--- src/rtl/matmul_sequencer.sv ---
// Control sequencer for the 4x4 matrix multiplier: C = A x B, one MAC per cycle.
// Optional saturation of stored C elements is enabled with `define MATMUL_SATURATE_EN.
module matmul_sequencer #(
  parameter int unsigned DATA_WIDTH = 16,
  parameter int unsigned RES_WIDTH  = 32,
  parameter int unsigned ACC_WIDTH  = 2 * DATA_WIDTH + 2
) (
  input  logic                  clk,
  input  logic                  rst_n,
  input  logic                  start,
  output logic                  busy,
  output logic                  done,
  output logic                  overflow,
  output logic [3:0]            aindex,
  output logic [3:0]            bindex,
  input  logic [DATA_WIDTH-1:0] adata,
  input  logic [DATA_WIDTH-1:0] bdata,
  output logic                  resultwe,
  output logic [3:0]            resultindex,
  output logic [RES_WIDTH-1:0]  resultdata
);

  localparam int unsigned PROD_WIDTH = 2 * DATA_WIDTH;

  typedef enum logic [1:0] {
    IDLE  = 2'd0,
    MAC   = 2'd1,
    WRITE = 2'd2
  } state_t;

  state_t                 state;
  logic [1:0]             i, j, k;
  logic [ACC_WIDTH-1:0]   acc;
  logic [PROD_WIDTH-1:0]  prod;
  logic [ACC_WIDTH-1:0]   acc_sum;
  logic [RES_WIDTH-1:0]   res_val;
  logic [1:0]             k_inc, j_inc, i_inc;

  assign prod    = adata * bdata;
  assign acc_sum = acc + ACC_WIDTH'(prod);
  assign k_inc   = 2'(k + 2'd1);
  assign j_inc   = 2'(j + 2'd1);
  assign i_inc   = 2'(i + 2'd1);
  assign busy    = (state != IDLE);

`ifdef MATMUL_SATURATE_EN
  logic sum_big;
  logic acc_big;

  // Anything above RES_WIDTH bits cannot be represented and clamps to all ones.
  if (ACC_WIDTH > RES_WIDTH) begin : g_sat
    assign sum_big = |acc_sum[ACC_WIDTH-1:RES_WIDTH];
    assign acc_big = |acc[ACC_WIDTH-1:RES_WIDTH];
  end else begin : g_nosat
    assign sum_big = 1'b0;
    assign acc_big = 1'b0;
  end

  assign res_val = sum_big ? {RES_WIDTH{1'b1}} : RES_WIDTH'(acc_sum);

  // Sticky overflow: raised at the end of any saturating WRITE, cleared by an accepted start.
  always_ff @(posedge clk or negedge rst_n) begin
    if (!rst_n) begin
      overflow <= 1'b0;
    end else if (state == IDLE && start) begin
      overflow <= 1'b0;
    end else if (state == WRITE && acc_big) begin
      overflow <= 1'b1;
    end
  end
`else
  assign res_val  = RES_WIDTH'(acc_sum);
  assign overflow = 1'b0;
`endif

  // Result value is captured on the edge entering WRITE, equal to the registered acc during WRITE.
  always_ff @(posedge clk or negedge rst_n) begin
    if (!rst_n) begin
      state       <= IDLE;
      i           <= 2'd0;
      j           <= 2'd0;
      k           <= 2'd0;
      acc         <= '0;
      done        <= 1'b0;
      aindex      <= 4'd0;
      bindex      <= 4'd0;
      resultwe    <= 1'b0;
      resultindex <= 4'd0;
      resultdata  <= '0;
    end else begin
      case (state)
        IDLE: begin
          resultwe <= 1'b0;
          aindex   <= 4'd0;
          bindex   <= 4'd0;
          if (start) begin
            state <= MAC;
            i     <= 2'd0;
            j     <= 2'd0;
            k     <= 2'd0;
            acc   <= '0;
            done  <= 1'b0;
          end
        end

        MAC: begin
          acc <= acc_sum;
          if (k == 2'd3) begin
            state       <= WRITE;
            k           <= 2'd0;
            aindex      <= 4'd0;
            bindex      <= 4'd0;
            resultwe    <= 1'b1;
            resultindex <= {i, j};
            resultdata  <= res_val;
          end else begin
            k      <= k_inc;
            aindex <= {i, k_inc};
            bindex <= {k_inc, j};
          end
        end

        WRITE: begin
          resultwe <= 1'b0;
          acc      <= '0;
          j        <= j_inc;
          if (j == 2'd3) begin
            i <= i_inc;
          end
          if (i == 2'd3 && j == 2'd3) begin
            state  <= IDLE;
            done   <= 1'b1;
            aindex <= 4'd0;
            bindex <= 4'd0;
          end else begin
            state  <= MAC;
            aindex <= (j == 2'd3) ? {i_inc, 2'd0} : {i, 2'd0};
            bindex <= {2'd0, j_inc};
          end
        end

        default: begin
          state    <= IDLE;
          resultwe <= 1'b0;
        end
      endcase
    end
  end

endmodule

--- config.mk ---
export PLATFORM = sky130hd
export DESIGN_NAME = matmul_sequencer
export DESIGN_NICKNAME = d
export VERILOG_FILES = /design/src/rtl/matmul_sequencer.sv
export SDC_FILE = /design/constraint.sdc
export NUM_CORES = 1
export LEC_CHECK = 0
export CAP_MARGIN = 20
export CORE_ASPECT_RATIO = 0.5
export CORE_MARGIN = 2
export CORE_UTILIZATION = 55
export DETAILED_ROUTE_END_ITERATION = 10
export GPL_ROUTABILITY_DRIVEN = 0
export GPL_TIMING_DRIVEN = 0
export HOLD_SLACK_MARGIN = 0.02
export PLACE_DENSITY_LB_ADDON = 0.3
export SLEW_MARGIN = 15
export SYNTH_ARGS = -nofsm -noshare
export SYNTH_HDL_FRONTEND = slang
export SYNTH_SLANG_ARGS = --single-unit
--- constraint.sdc ---
create_clock -name clk -period 8.8 [get_ports clk]
set_clock_uncertainty 0.05 [all_clocks]
set_input_delay 0.88 -clock clk [delete_from_list [all_inputs] [get_ports clk]]
set_output_delay 0.88 -clock clk [all_outputs]
set_load 0.05 [all_outputs]
* After elaboration in Yosys (flattened, before gate mapping) *
Cells that the tools add are included.

storage, ports and cells
  bits in registers = 88
  input port bits = 35
  output and inout port bits = 48

cells by class
  $add $sub $neg = 4
  multipliers = 1
  equality and inequality tests = 9
  mux-type cells = 24
  reduce and logical (&&, ||, !) cells = 13

operators with widths
  cell                   number
  $pmux W34 S3           1
  $add A34 B32 Y34       1
  $mux W34               1
  $mul A16 B16 Y32       1
  $pmux W4 S3            2
  $mux W4                4
  $mux W2                6
  $pmux W2 S2            3
  $reduce_and A2 Y1      5
  $eq A2 B2 Y1 const B   4
  $ne A2 B2 Y1 const B   4
  $add A2 B1 Y2 const B  3
  $pmux W2 S3            1
  $reduce_and A3 Y1      2
  $reduce_bool A2 Y1     3
  $mux W1                5
  $reduce_bool A3 Y1     1
  $eq A2 B1 Y1 const B   1
  $logic_not A2 Y1       1
  $pmux W1 S2            1
  $logic_and A1 B1 Y1    1

* Longest topological paths before layout *
Gate-level depths: netlist of run 1.

  word-level depth = 4
  gate-level depth with buffers = 23

* Worst setup path after synthesis of run 1 *
Ideal clock, no wire load.

  kind = input-to-reg
  from = input adata[10]
  to = register resultdata[28]
  library setup time = 0.125 ns
  data arrival time = 6.043 ns
  required time = 8.625 ns
  path slack = 2.582 ns
  stages = 19
  buffers on the path = 1
  cell sequence = clkbuf_1 nand2_1 fa_1 fa_1 fa_1 fa_1 inv_1 fa_1 inv_1 fa_1 inv_1 ha_1 nand2_1 o32ai_2 a221oi_2 o311ai_2 a21oi_2 xnor2_1 mux2_2

between the ends
  longest elaborated chain between the ends = 2

ends and longest elaborated chain
  element               RTL line  RTL
  start, declared       16        input logic [DATA_WIDTH-1:0] adata,
  $mul A16 B16 Y32      39        assign prod = adata * bdata;
  $add A34 B32 Y34      40        assign acc_sum = acc + ACC_WIDTH'(prod);
  end signal, assigned  115       resultdata <= res_val;
  end, declared         20        output logic [RES_WIDTH-1:0] resultdata

Every way passes these cells.
A chain may end at the register's enable or synchronous reset.

* Final worst setup path of run 1 *
  from = input adata[6]
  to = register resultdata[28]

The elaborated chain is that of the path after synthesis.

==> run_results.csv, run 1 <==
group,metric,value,unit
synth,synth.cell_area,13100,sq um
global_routing,grt_use_total,29.0,%
floorplanning,die_w,222,um
run,cap_violations,0,
synth,yosys_warnings,0,
synth,synth_edf_count,0,
sta,slew_viol_final,0,
worst_setup_path,rr_worst_depth,16,
cts,cts-buffers-inserted,9,
global_routing,grt_remaining_overflow,0,
worst_setup_path,critPathMaxFanout,10,
route,postRouteWirelength,34100,um
synth,synthSimpleGateAreaFrac,13.7,%
synth,synth.distinct_cells,63,
cts,cts_max_path_buffers,2,
sta,hold_violations,0,
synth,synth-adder-area-share,44.6,%
placement,placed_area,14300,sq um
synth,synth_top_area_share,34.4,%
cells_and_area,nets,1896,
min_path,hp-class,"reg -> reg",
global_routing,grt_pass1_wl,56500,um
worst_setup_path,endpoint_kind,"flop",
placement,dp_slack,1.01,ns
sta,worst_slack,1.24,ns
placement,dp_hpwl,29200,um
cts,holdBufCountCts,0,
sta,period_minus_slack,7.56,ns
synth,synth_compound_area_share,9.03,%
synth,synth_xor_area_share,1.94,%
cts,htree_levels,3,
cells_and_area,stdcell_area,14700,sq um
worst_setup_path,r2r-end,"resultdata[28]",
route,ant_nets,0,
min_path,min_from,"resultdata[9]",
min_path,hold_end,"resultdata[9]",
route,drc,0,
worst_setup_path,max_stage_delay,0.77,ns
min_path,hold-path-cell-count,2,
synth,synth_top_family_by_area,"adder cells",
floorplanning,ios,83,
floorplanning,die_area,25100,sq um
synth,async_flop_share,100,%
sta,period_share,85.9,%
sta,setup_viol,0,
worst_setup_path,cp_cell_sequence,"clkdlybuf4s50_1 -> clkbuf_1 -> and2_1 -> fa_1 -> inv_1 -> fa_1 -> fa_1 -> fa_1 -> inv_1 -> fa_1 -> inv_1 -> fa_1 -> inv_1 -> ha_1 -> nand2_1 -> o32ai_2 -> a221oi_2 -> o311ai_2 -> a21oi_2 -> xnor2_1 -> mux2_2",
global_routing,antenna_found_initial,0,
sta,tightestPinTransition,0.652,ns
sta,whs,0.440,ns
synth,synth_top_area_cell,"fa_1",
cts,clock_latency,0.34,ns
cts,post_cts_resized,0,
sta,clock.fmax,132,MHz
sta,relSlewSlack,56.6,%
floorplanning,dieHeight,113,um
cts,cts.reportedPaths.clkPinSlew,0.06,ns
route,routed_via_density,5.40,
cts,cts_setup_buffers,0,
worst_setup_path,r2r_slack,3.85,ns
worst_setup_path,start_kind,"input pin",
worst_setup_path,cp.required,8.97,ns
synth,synthCells,1436,
synth,seq_area_frac_synth,16.1,%
cells_and_area,drive_gt1_share,4.82,%
sta,final.setup.tns,0,ns
route,post_drt_wl_per_cell,18.5,um
worst_setup_path,critPathLaunch,"adata[6]",
synth,ys_top_cells_by_count,"inv_1, fa_1, nand2_1",
floorplanning,core.rowCount,39,
floorplanning,start_util,56.7,%
cts,clock_sinks,84,
worst_setup_path,path_class,"in -> reg",
worst_setup_path,crit_slowest_cell,"clkdlybuf4s50_1",
synth,synth_ff_type,"dfrtp_1",
worst_setup_path,timing.rr.start,"acc[11]",
synth,syn_nets,1803,
worst_setup_path,arrival,7.73,ns
sta,rsz0062_at_grt,"no",
synth,synth_area_leaders,"fa_1, dfrtp_1, inv_1",
cts,cts_root_buffer,"clkbuf_16",
worst_setup_path,cp_common_cell,"fa_1",
cts,cts_tree,"done",
cells_and_area,area_growth,11.9,%
floorplanning,coreArea,23100,sq um
global_routing,grt_max_degree,52,
global_routing,grt_pass1_vias,10700,
synth,synth_most_common_cell,"inv_1",
route,drt_iter0_drc,764,
synth,synth-seq-cells,84,
synth,synth.mux.area_fraction,2.26,%
placement,port_buffers,81,
route,drt_first_pass_iters,6,
synth,avgSynthCellArea,9.12,sq um
route,routed-via-count,9939,
run_status,outcome,"finished clean",
==> worst max-delay path, delay by kind of cell <==
kind | cells | cell delay, ns
fa+ha+maj | 7 | 3.32
xor+xnor | 1 | 0.19
mux | 1 | 0.29
compound gates | 4 | 1.00
buf+inv | 6 | 1.58
simple gates | 2 | 0.46
==> cell usage in the layout (no fill, tap or decap), types with 5 or more instances in the layout <==
master / instances
dfrtp_1: 84
nand2b_1: 6
xor2_1: 11
ha_1: 107
a21o_1: 18
xnor2_1: 18
inv_1: 358
a31oi_1: 5
o21ai_0: 41
clkdlybuf4s50_1: 80
clkbuf_16: 9
clkbuf_1: 50
a22o_1: 15
a21oi_1: 31
o21ai_1: 7
nor2_1: 21
mux2_2: 25
nand4_1: 8
fa_1: 225
and2_1: 116
o22ai_1: 8
nand3_1: 11
nor3_1: 5
nand2_1: 198
a21oi_2: 5
==> area by class of cell <==
class	instances	area [sq um]
multi-input combinational	932	9370
inverter	360	1350
clock inverter	5	83.8
tap	307	384
timing repair buffer	82	836
buffer	60	267
sequential	84	2100
antenna	1	2.50
fill	1883	8430
clock buffer	11	253
==> state kept, by name, indices dropped and copies added (netlist names), 4 cells and up <==
signal	count
acc	32
resultdata	32
resultindex	4
aindex	4
==> worst max path at each step <==
| stage | end | slack, ns | cells after the start |
|---|---|---|---|
| 2_1_floorplan | resultdata[28] | 2.58 | 19 |
| 3_3_place_gp | resultdata[28] | 1.01 | 21 |
| 3_5_place_dp | resultdata[28] | 1.01 | 21 |
| 4_1_cts | resultdata[28] | 1.32 | 21 |
| 5_1_grt | resultdata[26] | 1.02 | 21 |
| 6_report | resultdata[28] | 1.24 | 21 |
==> layer usage <==
metal / track usage, % / part of all wire [%]
met1: 41.9 / 45
met2: 44.2 / 43
met3: 7.89 / 10
met4: 6.40 / 1.6
met5: 0 / 0
==> kinds of logic after synthesis <==
| family | Yosys count |
|---|---|
| buf+inv | 420 |
| simple gates | 375 |
| fa+ha+maj | 332 |
| compound gates | 169 |
| flops | 84 |
| xor+xnor | 29 |
| mux | 26 |
| other cells | 1 |
==> metrics by stage <==
stage          std cells  utilization (%)
3_3_place_gp        1824             61.9
3_5_place_dp        1825             62.0
5_1_grt             1841             63.5
2_1_floorplan       1436                -
6_report            1842             63.5
4_1_cts             1841             63.5
Power of run 1 is not shown: default switching activity piles up to over one toggle a cycle in this logic, so the estimate is an artifact.
==> inputs of run 2 (changes only) <==
- SETUP_SLACK_MARGIN: not set -> 0.15
==> results of run 2 <==
Same layout as run 1: the final DEF is identical, and so are final timing and power.
Power of run 2 is left out for the same reason.
